`config.mk`:
```
export PLATFORM = sky130hd
export DESIGN_NAME = mux16_rr_arbiter
export DESIGN_NICKNAME = d
export VERILOG_FILES = /design/src/rtl/mux16_rr_arbiter.sv
export SDC_FILE = /design/constraint.sdc
export NUM_CORES = 1
export LEC_CHECK = 0
export ABC_AREA = 1
export BUFFER_PORTS_ARGS = -buffer_cell sky130_fd_sc_hd__buf_2
export CORE_MARGIN = 4
export CORE_UTILIZATION = 60
export DETAILED_ROUTE_END_ITERATION = 10
export PLACE_DENSITY = 0.79
export RECOVER_POWER = 25
export SLEW_MARGIN = 5
export SYNTH_ARGS = -nofsm -noshare
export SYNTH_HDL_FRONTEND = slang
export SYNTH_SLANG_ARGS = --single-unit
export TNS_END_PERCENT = 100
```
`constraint.sdc`:
```
create_clock -name CLK -period 4.7 [get_ports CLK]
set_input_delay 0.94 -clock CLK [delete_from_list [all_inputs] [get_ports CLK]]
set_output_delay 0.94 -clock CLK [all_outputs]
set_load 0.02 [all_outputs]
```
`src/rtl/mux16_rr_arbiter.sv`:
```
// Round-robin arbiter driving the select of a 16:1 datapath mux.
// Tenure is bounded to MAX_HOLD cycles; release hands off with no idle bubble.
module mux16_rr_arbiter #(
  parameter int MAX_HOLD = 8
) (
  input  logic        CLK,
  input  logic        RST,
  input  logic [15:0] REQ,
  output logic [15:0] GNT,
  output logic [3:0]  SEL,
  output logic        VALID
);

  typedef enum logic {IDLE, BUSY} state_t;

  state_t      state, state_n;
  logic [3:0]  ptr, ptr_n;
  logic [7:0]  cnt, cnt_n;
  logic [15:0] gnt_n;
  logic [3:0]  sel_n;
  logic        valid_n;

  logic        hit_a, hit_b;
  logic [3:0]  pick_a, pick_b;
  logic [3:0]  ptr_rel;
  logic        rel;

  // Scan from high offset down so the lowest offset from p wins.
  function automatic logic [4:0] pick(
    input logic [15:0] r,
    input logic [3:0]  p
  );
    logic [4:0] res;
    logic [3:0] j;
    res = '0;
    for (int k = 15; k >= 0; k--) begin
      j = p + 4'(k);
      if (r[j]) res = {1'b1, j};
    end
    return res;
  endfunction

  assign ptr_rel        = SEL + 4'd1;
  assign {hit_a, pick_a} = pick(REQ, ptr);
  assign {hit_b, pick_b} = pick(REQ, ptr_rel);
  assign rel = !REQ[SEL] || (cnt == 8'(MAX_HOLD - 1));

  always_comb begin
    state_n = state;
    ptr_n   = ptr;
    cnt_n   = cnt;
    gnt_n   = GNT;
    sel_n   = SEL;
    valid_n = VALID;
    unique case (state)
      IDLE: begin
        if (hit_a) begin
          state_n = BUSY;
          gnt_n   = 16'd1 << pick_a;
          sel_n   = pick_a;
          valid_n = 1'b1;
          cnt_n   = '0;
        end
      end
      BUSY: begin
        if (!rel) begin
          cnt_n = cnt + 8'd1;
        end else begin
          ptr_n = ptr_rel;
          cnt_n = '0;
          if (hit_b) begin
            gnt_n = 16'd1 << pick_b;
            sel_n = pick_b;
          end else begin
            state_n = IDLE;
            gnt_n   = '0;
            valid_n = 1'b0;
          end
        end
      end
      default: state_n = IDLE;
    endcase
  end

  always_ff @(posedge CLK) begin
    if (!RST) begin
      state <= IDLE;
      ptr   <= '0;
      cnt   <= '0;
      GNT   <= '0;
      SEL   <= '0;
      VALID <= 1'b0;
    end else begin
      state <= state_n;
      ptr   <= ptr_n;
      cnt   <= cnt_n;
      GNT   <= gnt_n;
      SEL   <= sel_n;
      VALID <= valid_n;
    end
  end

endmodule

```
# == Yosys cells after proc, flatten, opt, wreduce, memory -nomap -nowiden ==
# Index checks and enable logic that the tools add are counted.
# totals
ramBits,0
latchBits,0
register_bits,34
n_memories,0
elab_cells,202
mem_bits_ro,0
# op_classes
div,0
addsub,32
n_mul,0
magnitude_cmp,33
eq_ne,5
bitwise_logic,1
shift,2
reduce_logical,6
n_mux,117
# ops
op,count
"< comparator 4 x 5 -> 1 bit, second input constant",33
two-way mux 5 bit,32
binary-select mux 1 bit (select 4 bit),33
"adder 4 bit, second input constant",16
two-way mux 16 bit,3
two-way mux 1 bit,39
"adder 4 x 3 -> 4 bit, second input constant",8
case mux 16 bit (2 select lines),1
"left shift 1 x 4 -> 16 bit, first input constant",2
"adder 4 x 2 -> 4 bit, second input constant",4
two-way mux 8 bit,2
case mux 8 bit (2 select lines),1
"adder 4 x 1 -> 4 bit, second input constant",3
two-way mux 4 bit,3
"adder 8 x 1 -> 8 bit, second input constant",1
"equality test 8 x 3 -> 1 bit, second input constant",1
case mux 4 bit (2 select lines),1
AND reduction 3 bit,2
"!= test 2 x 1 -> 1 bit, second input constant",2
"!= test 2 bit, second input constant",2
case mux 1 bit (2 select lines),2
AND reduction 2 bit,2
zero test 1 bit,1
logical OR 1 bit,1
NOT 1 bit,1

# == Logic depth before layout (Yosys ltp) ==
# Gate-level depths: netlist (run 1).
# logic_depth
word_depth,24
mapped_depth,35
ltp_nobuf,33

# == Least setup slack after synthesis (run 1) ==
# OpenSTA, ideal clock, no wires.
# synth_path
kind,register to register
startpoint,register SEL[0]
endpoint,register GNT[3]
slack_ps,1110
arrival_ps,3520
path_buffers,3
path_stages_with_launch,30
cell_sequence,dfxtp_1 -> inv_2 -> buf_6 -> ha_1 -> buf_6 -> inv_2 -> buf_2 -> ha_1 -> inv_1 -> nand2_2 -> xor2_2 -> nand2b_1 -> nand2_4 -> inv_2 -> nand2_1 -> nand2_1 -> nand2_1 -> a21oi_2 -> nand2_1 -> nand2_1 -> nand2_1 -> nand2_1 -> nand2_1 -> nand2_1 -> nand2_1 -> nand2_2 -> nand2_4 -> nor2_2 -> nand4_1 -> a21oi_1
# synth_via
elab_chain_len,24
word_cells_on_any_way,74
classes_between,add/sub: 16; eq/ne: 1; shift: 1; mux: 53; reduce/logical: 3
# synth_rtl
element,line,source
start: declaration,10,"output logic [3:0] SEL,"
start signal: assignment,98,SEL <= sel_n;
adder 4 x 1 -> 4 bit (*),43,assign ptr_rel = SEL + 4'd1;
named net ptr_rel[0],25,logic [3:0] ptr_rel;
adder 4 bit,37,j = p + 4'(k);
binary-select mux 1 bit (select 4 bit),38,"if (r[j]) res = {1'b1, j};"
two-way mux 1 bit (not written as such),38,
two-way mux 5 bit (15 in a row),38,
two-way mux 5 bit (*),38,
left shift 1 x 4 -> 16 bit,72,gnt_n = 16'd1 << pick_b;
two-way mux 16 bit (*),71,if (hit_b) begin
two-way mux 16 bit (*),66,if (!rel) begin
case mux 16 bit (2 select lines) (*),55,unique case (state)
end signal: assignment,97,GNT <= gnt_n;
end: declaration,9,"output logic [15:0] GNT,"
# Mark *: on every way through the listed nets, which the timed path passes. The rest lies on a longest branch. The select of a mux whose other input is x is not followed.
# A chain may end at the register's enable or synchronous reset.

# == Final worst setup path (run 1) ==
# layout_path
startpoint,register ptr[0]
endpoint,register GNT[8]
# layout_via
elab_chain_len,22
word_cells_on_any_way,68
classes_between,add/sub: 15; eq/ne: 1; shift: 1; mux: 50; reduce/logical: 1
# layout_rtl
element,line,source
start: declaration,17,"logic [3:0] ptr, ptr_n;"
start signal: assignment,95,ptr <= ptr_n;
adder 4 bit,37,
binary-select mux 1 bit (select 4 bit),38,
two-way mux 1 bit (not written as such),38,
two-way mux 5 bit (15 in a row),38,
two-way mux 5 bit (*),38,
left shift 1 x 4 -> 16 bit,59,gnt_n = 16'd1 << pick_a;
two-way mux 16 bit,57,if (hit_a) begin
case mux 16 bit (2 select lines),55,
# Mark *: on every way between the ends. The rest lies on a longest branch, timed or not. The select of a mux whose other input is x is not followed.

==> out/metrics.csv, run 1 <==
metric,value,unit
grt_pass1_wl,27390,microns
post-route-min-period,3878,ps
area_delta_synth_final,4.950,%
hold_depth,2,
preCtsSetupSlack,963.8,ps
crit_fanout,21,
crit_family,simple AND/OR/NAND/NOR gates,
die_x,103.4,microns
synthMuxAreaShare,0,%
setup_ws,822.0,ps
r2r_cells,17,
drv_cap,0,
drt_iter0_drc,605,
fmax,257.9,MHz
holdPathEnd,VALID,
synthAdderAreaFrac,3.437,%
hold_buffers,0,
fin_setup_tns,0,ps
skew,7.492,ps
root_buffer,clkbuf_8,
grtUsageTotal,31.56,%
clk_pin_slew_worst_paths,70,ps
syn-num-nets,1067,
n_fill_cell,923,
run_status,finished clean,
layout.nets,1092,
synth_cells,1034,
synth_compound_area_share,15.95,%
min_from,VALID,
die_height,103.4,microns
arrival,4050,ps
overflow,0,
postCtsSetupRepairBufs,0,
clk_latency,290,ps
initial_core_util,62.01,%
slew_headroom,51.03,%
antenna_found_initial,0,
ys_ff_latch,34,
drive_gt1_share,11.42,%
wl_per_cell,14.42,microns
vias,6774,
coreArea,8806,sq um
drc,0,
synth_flop_cell,dfxtp_1,
cts_tree,yes,
required,4870,ps
finalWirelength,16840,microns
grt_pass1_vias,5643,
ys_warn_count,0,
ant_nets,0,
num_rows,34,
cts_inserted_buffers,5,
synth-simple-area-share,54.56,%
holdWs,473.6,ps
netlist_area,5460,sq um
grt_max_degree,27,
cts_max_level,2,
diodes,0,
hp-class,reg -> reg,
slowest_delay,640,ps
ys_async_sr_fraction,0,%
gp_congestion,1.051,
critical_path_class,reg -> reg,
avgSynthCellArea,5.281,sq um
slowest_stage,ha_1,
clockBufferDepth,2,
report.final.slew_viol_count,0,
seq_area,680.7,sq um
rsz0062_at_grt,false,
cp-start-kind,flop,
cp_cell_sequence,inv_2 -> ha_1 -> inv_1 -> nand3_1 -> nand3_1 -> and2_1 -> or2_1 -> nand2_2 -> nor4_1 -> nand2_1 -> nor3_1 -> nand4_2 -> clkinv_2 -> nor2_4 -> inv_2 -> a21oi_1 -> a21oi_1,
io_pins,39,
tightest_slew,731.9,ps
r2r-start,ptr[0],
path_buf_inv,4,
yosys.area_share.xor_xnor,2.177,%
synth_cell_type_count,44,
dp_hpwl,13040,microns
vias_per_cell,5.800,
hold_viol,0,
setup_violations,0,
end_kind,flop,
finalCritPeriodShare,82.51,%
numPortBuffers,38,
clkSinkCount,34,
synth_enable_flop_cells,0,
synth_seq_area_share,12.47,%
synth_top_family_by_area,simple AND/OR/NAND/NOR gates,
fp.dieArea,10690,sq um
multiInputGateArea,4156,sq um
timing.rr.end,GNT[8],
ctsResizeCount,0,
r2r_slack,820,ps
drt-pass1-iter-count,5,
per-stage QoR:
stage	util, %	cell area, sq um	instances
2_1_floorplan	-	5460	1034
3_3_place_gp	64.05	5640	1160
3_5_place_dp	64.05	5640	1160
4_1_cts	65.26	5747	1168
5_1_grt	65.08	5731	1168
6_report	65.08	5731	1168
synthesized netlist by cell type (2+ instances only):
master	number	share of area, %
nand4_2	3	0.69
nand3_1	141	13
buf_6	9	1.9
nor2_4	4	0.82
and2_1	2	0.23
ha_1	15	3.4
inv_2	20	1.4
nand3_2	2	0.37
xor2_1	6	0.96
o21ai_2	2	0.32
o211ai_1	3	0.41
nor2_2	3	0.34
nand4_1	11	1.3
o21a_1	2	0.27
nor4_1	4	0.46
dfxtp_1	34	12
clkbuf_1	5	0.34
nor2_1	47	3.2
nand2_4	8	1.6
o21ai_0	25	2.3
o21ai_1	9	0.82
buf_2	11	1.0
nand2_2	26	3.0
nand3b_1	2	0.27
nor3_1	3	0.27
xor2_2	2	0.60
a31oi_1	3	0.34
nand2_1	414	28
or2_1	2	0.23
xnor2_1	2	0.32
a21oi_2	5	0.80
a21oi_1	111	10
inv_1	83	5.7
buf_4	5	0.69
layer usage:
| metal | GRT usage, % | up-vias | wire length [microns] |
|---|---|---|---|
| met2 | 48.24 | 356 | 7259 |
| met4 | 7.570 | 0 | 277 |
| met5 | 0 | - | 0 |
| met3 | 5.634 | 31 | 1740 |
| li1 | - | 3408 | - |
| met1 | 45.91 | 2979 | 7560 |
how the worst max path moves through the flow:
stage / to / startpoint / slack, ps / depth (start not counted)
final: GNT[8] / ptr[0] / 820 / 17
after global routing: GNT[7] / ptr[0] / 490 / 26
after CTS: SEL[0] / ptr[0] / 930 / 18
after detailed placement: SEL[0] / ptr[0] / 960 / 18
after global placement: GNT[5] / ptr[0] / 940 / 17
after floorplan: GNT[3] / SEL[0] / 1110 / 29
worst reg2reg max path: stages (launching register included):
cell,delay [ps]
dfxtp_1,340
inv_2,160
ha_1,650
inv_1,320
nand3_1,220
nand3_1,120
and2_1,210
or2_1,240
nand2_2,150
nor4_1,60
nand2_1,70
nor3_1,50
nand4_2,160
clkinv_2,170
nor2_4,350
inv_2,210
a21oi_1,190
a21oi_1,90
state kept, by name (all words and copies together) (netlist names):
register / flops
GNT: 16
ptr: 4
state: 1
cnt: 8
SEL: 4
VALID: 1
cells by family after synthesis:
| logic type | after synthesis |
|---|---|
| buffers and inverters | 136 |
| adder cells (fa/ha/maj) | 15 |
| AND/OR/NAND/NOR | 675 |
| AO/OA/AOI/OAI | 163 |
| flip-flops | 34 |
| XOR/XNOR | 11 |
area by class of cell:
type | count | share of cell area (%)
timing repair buffer | 49 | 4.476
sequential | 34 | 11.88
clock buffer | 7 | 1.332
multi-input combinational | 864 | 72.53
tap | 108 | 2.358
clock inverter | 1 | 0.5240
inverter | 105 | 6.900
layout by cell type, fill, tap and decap left out, types with 15 or more instances in the layout:
| master | instances |
|---|---|
| o21ai_0 | 25 |
| clkbuf_1 | 15 |
| ha_1 | 15 |
| dfxtp_1 | 34 |
| buf_2 | 25 |
| nand2_2 | 26 |
| nand3_1 | 141 |
| a21oi_1 | 111 |
| nand2_1 | 414 |
| nor2_1 | 47 |
| inv_2 | 20 |
| inv_1 | 83 |
Power of run 1 is left out: the tool's default activity adds up to more than one toggle a clock period on the data nets, which glitch-free logic cannot reach.
==> inputs of run 2 (changes only) <==
- ABC_AREA: 1 -> 0
- CORE_UTILIZATION: 60 -> 58
- clock period: 4.7 -> 3.35 ns (I/O delays scaled with it)
==> out/metrics.csv, run 2 <==
metric,value,unit,change
run_status,finished with violations,,
violations,setup timing,,
clkSinkCount,34,,unchanged
r2r_slack,-900,ps,-1730 ps
wl_per_cell,26.19,microns,+82%
root_buffer,clkbuf_16,,
drc,0,,unchanged
antenna_found_initial,1,,+1
cts_inserted_buffers,5,,unchanged
die_x,116.7,microns,+13%
r2r-start,SEL[0],,
vias,8713,,+29%
synth_cells,782,,-24%
reg_top3,"GNT (16), cnt (8)",,
drv_cap,0,,unchanged
ys_async_sr_fraction,0,%,unchanged
synth_compound_area_share,24.26,%,+8.3 points
critical_path_class,reg -> reg,,
clk_latency,280,ps,about the same
synthAdderAreaFrac,2.741,%,-0.70 points
report.final.slew_viol_count,0,,unchanged
drt-pass1-iter-count,6,,+1
grt_pass1_vias,8352,,+48%
area_delta_synth_final,40.42,%,
grtUsageTotal,40.85,%,+9.3 points
coreArea,11470,sq um,+30%
diodes,0,,unchanged
clk_pin_slew_worst_paths,60,ps,about the same
largest_reg_flops,16,,unchanged
hold_depth,2,,unchanged
hold_viol,0,,unchanged
hold_buffers,0,,unchanged
initial_core_util,59.72,%,-2.3 points
finalWirelength,30490,microns,+81%
numPortBuffers,38,,unchanged
num_rows,39,,+15%
timing.rr.end,GNT[4],,
avgSynthCellArea,8.757,sq um,+66%
synth_cell_type_count,101,,+130%
synth_area_leaders,"mux4_2 (18%), dfxtp_1 (9.9%), mux2i_1 (9.1%)",,
cp-start-kind,flop,,
fin_cells,1164,,-0.34%
dp_hpwl,19950,microns,+53%
synth-simple-area-share,18.36,%,-36 points
grt_pass1_wl,43900,microns,+60%
overflow,0,,unchanged
setup_ws,-903.6,ps,-1726 ps
hp-class,reg -> reg,,
synth_common_cells,"nor2_1 (74), mux2i_1 (62), mux4_2 (56)",,
r2r_cells,19,,+2
layout.nets,1053,,-3.6%
dp.cells,1135,,-2.2%
synth_flop_cell,dfxtp_1,,
ys_warn_count,0,,unchanged
drive_gt1_share,49.07,%,+38 points
end_kind,flop,,
cts_max_level,2,,unchanged
min_from,cnt[7],,
finalCritPeriodShare,127.0,%,+44 points
rsz0062_at_grt,true,,
syn-num-nets,815,,-24%
ant_nets,0,,unchanged
synth_enable_flop_cells,0,,unchanged
gp_congestion,1.009,,-3.9%
synth_top_area_share,18.42,%,-10 points
regMostFlops,GNT,,
ys_ff_latch,34,,unchanged
holdWs,503.5,ps,+29.96 ps
synth_top_family_by_area,multiplexers,,
post-route-min-period,4254,ps,+375.6 ps
skew,7.485,ps,-0.006890 ps
setup_violations,23,,+23
die_height,116.7,microns,+13%
yosys.area_share.xor_xnor,5.116,%,+2.9 points
yosys.area.top_type,mux4_2,,
fmax,235.1,MHz,-8.8%
io_pins,39,,unchanged
grt_max_degree,34,,+26%
fp.dieArea,13610,sq um,+27%
synth.most_common_cell,nor2_1,,
layout_common_cells,"buf_4 (232), nor2_1 (67), mux4_2 (56)",,
final_common_cell,buf_4,,
arrival,4480,ps,+430 ps
vias_per_cell,7.485,,+29%
netlist_area,6848,sq um,+25%
tightest_slew,702.1,ps,-29.74 ps
drt_iter0_drc,1622,,+170%
synth_seq_area_share,9.940,%,-2.5 points
required,3580,ps,-1290 ps
synthMuxAreaShare,33.88,%,+34 points
cp-startpoint,SEL[0],,
fin_setup_tns,-17330,ps,"-17,330 ps"
holdPathEnd,cnt[7],,
slew_headroom,53.13,%,+2.1 points
clockBufferDepth,2,,unchanged
crit_fanout,7,,-67%
cts_tree,yes,,
## run 2: cell types whose count changed in the layout (fill, tap and decap cells not counted), moves of 23 or more
cell / before / now
a21oi_1: 111 / 40
buf_4: 11 / 232
inv_1: 83 / 14
mux2_2: 0 / 23
mux2i_1: 0 / 54
mux4_2: 0 / 56
nand2_1: 414 / 48
nand2_2: 26 / 3
nand3_1: 141 / 6
## run 2: metal layers
layer  global-route usage, %  part of all wire (%)  up-vias
met5                       0                     0        -
met4                   25.54                   9.5        0
met3                   6.891                    11      300
met2                   69.11                    46      844
met1                   48.15                    33     4028
li1                        -                     -     3541
## run 2: logic make-up (layout without fill, tap and decap cells)
family	Yosys count	after routing
AND/OR/NAND/NOR	240	240
multiplexers	155	155
AO/OA/AOI/OAI	230	230
adder cells (fa/ha/maj)	15	15
flip-flops	34	34
XOR/XNOR	27	27
buffers and inverters	81	320
## run 2: layout make-up
cell class	count	area, sq um
timing repair buffer	291	2212
inverter	21	111.4
clock inverter	1	7.507
fill	639	1852
sequential	34	691.9
multi-input combinational	667	6260
tap	143	178.9
clock buffer	7	153.9
## run 2: critical path: stages (launching register included)
cell,delay (ps)
dfxtp_4,380
ha_4,190
xnor2_4,150
buf_6,160
buf_4,130
buf_4,170
ha_2,210
inv_1,90
a21oi_2,90
nor3_1,410
nor3_2,220
buf_4,190
nor4bb_2,380
a311oi_2,90
a211oi_2,370
nor3_4,90
o21ai_2,210
buf_2,220
nor3b_2,230
o221a_1,210
## run 2: timing repair
item                                    4_1_cts  5_1_grt
endpoints found under the setup margin       26       30
gates resized for setup                      54       54
gates cloned                                  0        1
pin swaps                                    33       20
buffers inserted                             18        3
## run 2: worst max path at each step
stage,to
2_1_floorplan,GNT[2]
3_3_place_gp,GNT[6]
3_5_place_dp,SEL[3]
4_1_cts,GNT[4]
5_1_grt,SEL[3]
6_report,GNT[4]
## run 2: per-stage QoR
step                      setup slack, ps  cell area (sq um)  utilization, %
after CTS                          -594.9               9382           81.81
final                              -903.6               9615           83.85
after global placement             -683.3               8847           77.15
after floorplan                     -1102               7087               -
after global routing                -1044               9615           83.85
after detailed placement           -811.8               8847           77.15
Power of run 2 is left out for the same reason.
